**src/rtl/ram_bus_arbiter_pkg.sv**
```systemverilog
// Shared types and constants for the RAM bus arbiter: FSM encoding, bus enables,
// byte-enable patterns and the starvation counter helper.
package ram_bus_arbiter_pkg;

  typedef enum logic [2:0] {
    IDLE   = 3'd0,
    IF_RD  = 3'd1,
    MEM_RD = 3'd2,
    RMW_WR = 3'd3,
    WR_ACK = 3'd4
  } state_e;

  localparam int         STARVE_LIMIT_DEF = 4;
  localparam logic       CHIP_ENABLE      = 1'b1;
  localparam logic       WRITE_ENABLE     = 1'b1;
  localparam logic [3:0] BE_FULL          = 4'b1111;
  localparam logic [3:0] BE_NONE          = 4'b0000;

  function automatic logic [3:0] starve_inc(input logic [3:0] cnt, input logic [3:0] limit);
    return (cnt >= limit) ? limit : cnt + 4'd1;
  endfunction

endpackage

```
**src/rtl/ram_bus_arbiter_byte_merge.sv**
```systemverilog
// Combinational byte-lane merge: lanes with be set take the new word, others keep the old.
module byte_merge #(
  parameter int DATA_W = 32
) (
  input  logic [DATA_W-1:0] old_word,
  input  logic [DATA_W-1:0] new_word,
  input  logic [3:0]        be,
  output logic [DATA_W-1:0] merged_word
);

  localparam int LANE_W = DATA_W / 4;

  for (genvar i = 0; i < 4; i++) begin : g_lane
    assign merged_word[i*LANE_W +: LANE_W] = be[i] ? new_word[i*LANE_W +: LANE_W]
                                                   : old_word[i*LANE_W +: LANE_W];
  end

endmodule

```
**src/rtl/ram_bus_arbiter.sv**
```systemverilog
// Arbitrates the single-port data RAM between instruction fetch and load/store,
// MEM-first with an IF starvation guard; partial stores become read-modify-write.
module ram_bus_arbiter
  import ram_bus_arbiter_pkg::*;
#(
  parameter int ADDR_W       = 32,
  parameter int DATA_W       = 32,
  parameter int STARVE_LIMIT = STARVE_LIMIT_DEF
) (
  input  logic              clk_in,
  input  logic              reset_in,
  input  logic              if_req_in,
  input  logic [ADDR_W-1:0] if_addr_in,
  output logic [DATA_W-1:0] if_rdata_out,
  output logic              if_ack_out,
  input  logic              mem_req_in,
  input  logic              mem_we_in,
  input  logic [ADDR_W-1:0] mem_addr_in,
  input  logic [DATA_W-1:0] mem_wdata_in,
  input  logic [3:0]        mem_be_in,
  output logic [DATA_W-1:0] mem_rdata_out,
  output logic              mem_ack_out,
  output logic              if_stall_out,
  output logic              mem_stall_out,
  output logic              ram_ce_out,
  output logic              ram_we_out,
  output logic [ADDR_W-1:0] ram_addr_out,
  output logic [DATA_W-1:0] ram_data_out,
  input  logic [DATA_W-1:0] ram_data_in
);

  localparam logic [3:0] LIMIT = 4'(STARVE_LIMIT);

  state_e            state_q, state_d;
  logic [3:0]        starve_cnt_q, starve_cnt_d;
  logic [ADDR_W-1:0] addr_q, addr_d;
  logic [DATA_W-1:0] wdata_q, wdata_d;
  logic [3:0]        be_q, be_d;

  logic              grant_if, grant_mem;
  logic [ADDR_W-1:0] mem_addr_aligned;
  logic [DATA_W-1:0] merged;

  logic              ce_c, we_c, if_ack_c, mem_ack_c;
  logic [ADDR_W-1:0] addr_c;
  logic [DATA_W-1:0] data_c, if_rdata_c, mem_rdata_c;

  assign mem_addr_aligned = mem_addr_in & ~(ADDR_W'(3));
  assign grant_if         = if_req_in & (~mem_req_in | (starve_cnt_q == LIMIT));
  assign grant_mem        = mem_req_in & ~grant_if;

  byte_merge #(.DATA_W(DATA_W)) u_merge (
    .old_word    (ram_data_in),
    .new_word    (wdata_q),
    .be          (be_q),
    .merged_word (merged)
  );

  always_ff @(posedge clk_in or posedge reset_in) begin
    if (reset_in) begin
      state_q      <= IDLE;
      starve_cnt_q <= '0;
      addr_q       <= '0;
      wdata_q      <= '0;
      be_q         <= '0;
    end else begin
      state_q      <= state_d;
      starve_cnt_q <= starve_cnt_d;
      addr_q       <= addr_d;
      wdata_q      <= wdata_d;
      be_q         <= be_d;
    end
  end

  // MEM request fields are captured at grant so a dropped request still completes cleanly.
  always_comb begin
    state_d      = state_q;
    starve_cnt_d = starve_cnt_q;
    addr_d       = addr_q;
    wdata_d      = wdata_q;
    be_d         = be_q;
    ce_c         = 1'b0;
    we_c         = 1'b0;
    addr_c       = '0;
    data_c       = '0;
    if_ack_c     = 1'b0;
    mem_ack_c    = 1'b0;
    if_rdata_c   = '0;
    mem_rdata_c  = '0;

    case (state_q)
      IDLE: begin
        if (grant_if) begin
          ce_c         = CHIP_ENABLE;
          addr_c       = if_addr_in;
          starve_cnt_d = '0;
          state_d      = IF_RD;
        end else if (grant_mem) begin
          addr_d       = mem_addr_aligned;
          wdata_d      = mem_wdata_in;
          be_d         = mem_be_in;
          starve_cnt_d = if_req_in ? starve_inc(starve_cnt_q, LIMIT) : 4'd0;
          if (!mem_we_in) begin
            ce_c    = CHIP_ENABLE;
            addr_c  = mem_addr_aligned;
            state_d = MEM_RD;
          end else if (mem_be_in == BE_FULL) begin
            ce_c    = CHIP_ENABLE;
            we_c    = WRITE_ENABLE;
            addr_c  = mem_addr_aligned;
            data_c  = mem_wdata_in;
            state_d = WR_ACK;
          end else if (mem_be_in == BE_NONE) begin
            state_d = WR_ACK;
          end else begin
            ce_c    = CHIP_ENABLE;
            addr_c  = mem_addr_aligned;
            state_d = RMW_WR;
          end
        end else begin
          starve_cnt_d = '0;
        end
      end
      IF_RD: begin
        if_ack_c   = 1'b1;
        if_rdata_c = ram_data_in;
        state_d    = IDLE;
      end
      MEM_RD: begin
        mem_ack_c   = 1'b1;
        mem_rdata_c = ram_data_in;
        state_d     = IDLE;
      end
      RMW_WR: begin
        ce_c      = CHIP_ENABLE;
        we_c      = WRITE_ENABLE;
        addr_c    = addr_q;
        data_c    = merged;
        mem_ack_c = 1'b1;
        state_d   = IDLE;
      end
      WR_ACK: begin
        mem_ack_c = 1'b1;
        state_d   = IDLE;
      end
      default: state_d = IDLE;
    endcase
  end

  // Reset masks every bus output immediately so an in-flight write never commits.
  assign ram_ce_out    = ce_c & ~reset_in;
  assign ram_we_out    = we_c & ~reset_in;
  assign ram_addr_out  = addr_c & {ADDR_W{~reset_in}};
  assign ram_data_out  = data_c & {DATA_W{~reset_in}};
  assign if_ack_out    = if_ack_c & ~reset_in;
  assign mem_ack_out   = mem_ack_c & ~reset_in;
  assign if_rdata_out  = if_rdata_c & {DATA_W{~reset_in}};
  assign mem_rdata_out = mem_rdata_c & {DATA_W{~reset_in}};
  assign if_stall_out  = if_req_in & ~if_ack_out;
  assign mem_stall_out = mem_req_in & ~mem_ack_out;

endmodule

```
**config.mk**
```make
export PLATFORM = sky130hd
export DESIGN_NAME = ram_bus_arbiter
export DESIGN_NICKNAME = d
export VERILOG_FILES = /design/src/rtl/ram_bus_arbiter_pkg.sv /design/src/rtl/ram_bus_arbiter_byte_merge.sv /design/src/rtl/ram_bus_arbiter.sv
export SDC_FILE = /design/constraint.sdc
export NUM_CORES = 1
export LEC_CHECK = 0
export CAP_MARGIN = 20
export CORE_UTILIZATION = 35
export DETAILED_ROUTE_END_ITERATION = 6
export PLACE_DENSITY = 0.78
export SKIP_CTS_REPAIR_TIMING = 1
export SLEW_MARGIN = 20
export SYNTH_ARGS = -nofsm -noshare
export SYNTH_HDL_FRONTEND = slang
export SYNTH_SLANG_ARGS = --single-unit
```
**constraint.sdc**
```tcl
create_clock -name clk_in -period 2.3 [get_ports clk_in]
set_input_delay 0.345 -clock clk_in [delete_from_list [all_inputs] [get_ports clk_in]]
set_output_delay 0.345 -clock clk_in [all_outputs]
set_load 0.1 [all_outputs]
```
# Word-level counts from Yosys, hierarchy flattened
# Cells that the tools add are included.
[word_totals] elab_cells=76 input_bits=137 latchBits=0 rom_bits=0 ff_bits=73 ramBits=0 n_memories=0
[op_classes] mul=0 reduce_logical=4 n_shift=0 addsub=1 order_cmp=1 eq_ne=7 n_bitwise=18 div_mod_pow=0 muxes=40
[op_table] operator="32-bit 2-to-1 mux" count=11
[op_table] operator="32-bit AND" count=4
[op_table] operator="32-bit case mux with 2 select lines" count=2
[op_table] operator="8-bit 2-to-1 mux" count=4
[op_table] operator="3-bit 2-to-1 mux" count=6
[op_table] operator="4-bit 2-to-1 mux" count=4
[op_table] operator="1-bit 2-to-1 mux" count=11
[op_table] operator="1-bit AND" count=8
[op_table] operator="3-bit by 2-bit == test with 1-bit output (second input constant)" count=2
[op_table] operator="1-bit NOT" count=5
[op_table] operator="4-bit by 1-bit adder with 4-bit output (second input constant)" count=1
[op_table] operator="4-bit by 3-bit == test with 1-bit output (second input constant)" count=1
[op_table] operator="4-bit == test (second input constant)" count=1
[op_table] operator="4-bit by 3-bit >= comparator with 1-bit output (second input constant)" count=1
[op_table] operator="4-bit logical NOT" count=1
[op_table] operator="1-bit case mux with 2 select lines" count=2
[op_table] operator="3-bit by 1-bit == test with 1-bit output (second input constant)" count=1
[op_table] operator="3-bit == test (second input constant)" count=1
[op_table] operator="3-bit logical NOT" count=1
[op_table] operator="3-bit != test (second input constant)" count=1
[op_table] operator="3-bit AND reduction" count=1
[op_table] operator="3-bit OR reduction" count=1
[op_table] operator="1-bit OR" count=1

# Depth between registers and ports, before layout
[depth] depth_word=9 ltp_mapped=8

# Cells and area by module
# A second synthesis with hierarchy kept.
[unflattened] hier_cells=412 area_unflattened_um2=4778.3
[modules_own_cells] module="ram_bus_arbiter" seq_area_each_um2=1826.8 instances=1 area_each_um2=4252.8 cells_per_inst=376
[modules_own_cells] module="byte_merge" seq_area_each_um2=0.0 instances=1 area_each_um2=525.5 cells_per_inst=36

# Worst setup path before layout
# OpenSTA, ideal clock, no wires.
[synth_path] kind="register to output" start="register state_q[0]" end="output if_rdata_out[23]" n_path_buf=2 path_slack_ps=-1095 t_arrival_ps=3050 path_stages_with_launch=5 cell_sequence="dfrtp_1 -> clkbuf_1 -> nor4b_1 -> clkbuf_1 -> and2_1"
[synth_between] elab_chain_len=3
[synth_lines] element="start: declaration" line="ram_bus_arbiter.sv:34" text="state_e state_q, state_d;"
[synth_lines] element="start signal: assignment" line="ram_bus_arbiter.sv:67" text="state_q <= state_d;"
[synth_lines] element="3-bit by 1-bit == test with 1-bit output" line="ram_bus_arbiter.sv:91" text="case (state_q)"
[synth_lines] element="32-bit 2-to-1 mux" line="ram_bus_arbiter.sv:91"
[synth_lines] element="32-bit AND" line="ram_bus_arbiter.sv:157" text="assign if_rdata_out = if_rdata_c & {DATA_W{~reset_in}};"
[synth_lines] element="end: declaration" line="ram_bus_arbiter.sv:14" text="output logic [DATA_W-1:0] if_rdata_out,"
# No other way between the ends.

# Worst setup path after layout
[layout_path] start="register state_q[1]" end="output ram_data_out[22]"
[layout_between] elab_chain_len=3 word_cells_on_any_way=4 classes_between="eq/ne (1); mux (1); bitwise (1); reduce/logical (1)"
[layout_lines] element="3-bit by 2-bit == test with 1-bit output or 3-bit logical NOT (tied branches)" line="ram_bus_arbiter.sv:91"
[layout_lines] element="32-bit case mux with 2 select lines (*)" line="ram_bus_arbiter.sv:91"
[layout_lines] element="32-bit AND (*)" line="ram_bus_arbiter.sv:154" text="assign ram_data_out = data_c & {DATA_W{~reset_in}};"
[layout_lines] element="end: declaration" line="ram_bus_arbiter.sv:28" text="output logic [DATA_W-1:0] ram_data_out,"
# Every way passes the cells marked *; elsewhere a longest branch is shown, timed or not.

==> reports/results.tsv <==
metric	value	unit
status	finished, violations left	
violated checks	setup timing	
Seq/Total Area, Yosys	38.7	%
post-layout power	7.34	mW
Clock transition at path regs	0.07	ns
Crit path largest cell delay	0.58	ns
fraction of layout cells with a size suffix above 1	53.2	%
Gate power share	51.9	%
CTS root buffer	clkbuf_16	
Cells after Synth	521	
Die Wd	118	µm
Worst-Margin Slew	0.577	ns
Worst path slowest cell	or4b_4	
final setup fails	109	
number of synthesized register bits	73	
clk_skew	0.0133	ns
crit end category	primary output	
Tightest Hold Check Type	primary input to async pin	
final WL	24500	µm
Syn-to-layout area delta	139	%
fin util	85.6	%
clk sinks	73	
Seq pwr share	28.1	%
Switch Pwr	3.14	mW
final hold slack	0.353	ns
via/cell ratio	5.54	
Rows	42	
Total Neg Setup Slack	-28.88	ns
minimum clock period	2.81	ns
H-tree Lvls	3	
CTS tree	yes	
antenna-violating nets left	0	
TritonCTS Buffers	9	
Avg WL per Cell	24.1	µm
Cell Count Post-Placement	963	
Synth area leaders	dfrtp_1 (39%), mux2_1 (16%), and2_1 (8.7%)	
RSZ-0062 raised after global routing	yes	
Startpoint Class	flop	
pin count of the biggest net entering global routing	61	
Relative slew margins	61.5	%
max frequency	356	MHz
post-route setup slack	-0.510	ns
DRT Pass-1 Iters	5	
Post-Synthesis Net Count	660	
Top Ports	271	
CP required	1.96	ns
Storage cell area	1830	µm²
port buffer count	268	
CP Max Fanout	8	
max-slew violations	0	
post-synth top area cell	dfrtp_1	
final hold violation count	0	
first-pass GRT wire length	29100	µm
cell-internal power	4.19	mW
crit path DAT	2.47	ns
filler instances	572	
DRC	0	
Switching Share	42.8	%
leakage	4.58	nW
placed cell area	9840	µm²
Ys Warns	0	
Core Area	13200	µm²
Initial Util	35.8	%
clk buf depth	2	
Die Height	118	µm
Unique masters post-synth	38	
nets	972	
total grt overflow	0	
number of DRC markers in iteration 0	380	
die area	14000	µm²
vias in the first global route	5524	
Peak VDD IR	0.480	mV
Detailed Place HPWL	14500	µm
post-route cell area	11300	µm²
Max-Cap Viols	0	
GPL Wtd Cong	0.838	
Yosys top cell area share	38.7	%
worst-path cell chain	or4b_4, nor4b_4, buf_6, buf_8, a21oi_2, nor2_4, buf_12	
mapped cell area	4720	µm²
dpl ws	-0.373	ns
Final Cycle Share	122	%
Avg Inst Size Synth	9.06	µm²
final cell count without fillers	1015	
WS Path Type	flop to primary output	
GR Util All Layers	26.6	%
Clk pwr share	20.0	%
footprint of the multi-input gates	3850	µm²
initial antenna violation count	0	
Vias	5621	
PD cells	650	nW/µm²
Clock Latency Late Sink	0.34	ns
critical path: cells and delay by family (launching register included):
family	cells	cell delay [ns]
simple gates	3	1.05
buf+inv	3	0.56
flops	1	0.41
compound gates	1	0.11
power groups by stage:
| stage | combinational [mW] | sequential (mW) | clock [mW] |
|---|---|---|---|
| after detailed placement | 3.40 | 2.01 | 0 |
| after global placement | 3.30 | 1.97 | 0 |
| after floorplan | 2.21 | 1.83 | 0 |
| final | 3.81 | 2.06 | 1.47 |
| after global routing | 3.93 | 2.09 | 1.55 |
| after CTS | 3.41 | 1.99 | 1.46 |
cell usage in the layout, fill, tap and decap left out, types with 20 or more instances in the layout:
master	n
a21oi_2	22
a22oi_2	28
and2_4	65
buf_12	148
buf_4	23
clkbuf_16	20
clkdlybuf4s50_1	131
dfrtp_1	73
mux2_1	66
mux2i_1	34
nand2_1	24
nand2_4	36
nor2_1	36
nor2_4	36
logic make-up (layout without fill, tap and decap cells):
logic type	count (synthesis)	count (layout)	synth area share [%]
fa+ha+maj	2	2	0.530
flops	73	73	38.7
buf+inv	47	364	4.21
simple gates	223	223	23.2
compound gates	76	76	10.4
other cells	0	1	0
mux	100	100	23.0
flip-flops by register name, summed over array words and instances (netlist names):
signal	flops
be_q	4
starve_cnt_q	4
state_q	3
addr_q	30
wdata_q	32
routing by layer:
layer / up-vias / wire length (µm) / global-route usage (%) / share of wire [%]
met1: 2754 / 8300 / 28.6 / 34
met5: - / 0 / 0 / 0
li1: 2419 / - / - / -
met4: 0 / 1380 / 8.97 / 5.6
met3: 101 / 1820 / 7.58 / 7.4
met2: 347 / 13000 / 49.3 / 53
worst paths after layout:
kind                            startpoint               end  slack, ns  cells past startpoint
setup / recovery                state_q[1]  ram_data_out[22]      -0.51                      7
setup reg to reg           starve_cnt_q[0]         addr_q[2]       0.20                      9
hold reg to reg                 wdata_q[9]        wdata_q[9]       0.50                      1
min in group clk_in             mem_req_in        state_q[0]       0.44                      3
max in group asynchronous         reset_in        addr_q[27]       1.27                      5
hold / removal                    reset_in        addr_q[31]       0.35                      4
final cells by class:
type / count / share of cell area (%)
diodes: 1 / 0.0222
clock buffers: 10 / 2.12
clock inverters: 6 / 0.598
inverters: 8 / 0.299
multi-input cells: 401 / 34.1
flip-flops and latches: 73 / 16.2
well taps: 176 / 1.95
repair buffers: 340 / 44.7
cells in the mapped netlist (all sizes together):
cell	instances
or4b	1
nor3	2
and4b	1
buf	17
a32oi	1
nand4	1
nand3	2
and3	1
inv	8
nor4b	2
clkbuf	22
mux2	66
o21ai	3
and2	66
nor2	74
nor2b	1
nand3b	1
a21oi	37
nand4b	1
o221a	1
nor4	1
or4	3
nand2	65
a22oi	29
mux2i	34
a2111oi	1
ha	2
nand2b	1
dfrtp	73
a31oi	3
o22ai	1
No activity file was read; power rests on OpenSTA's default activity.
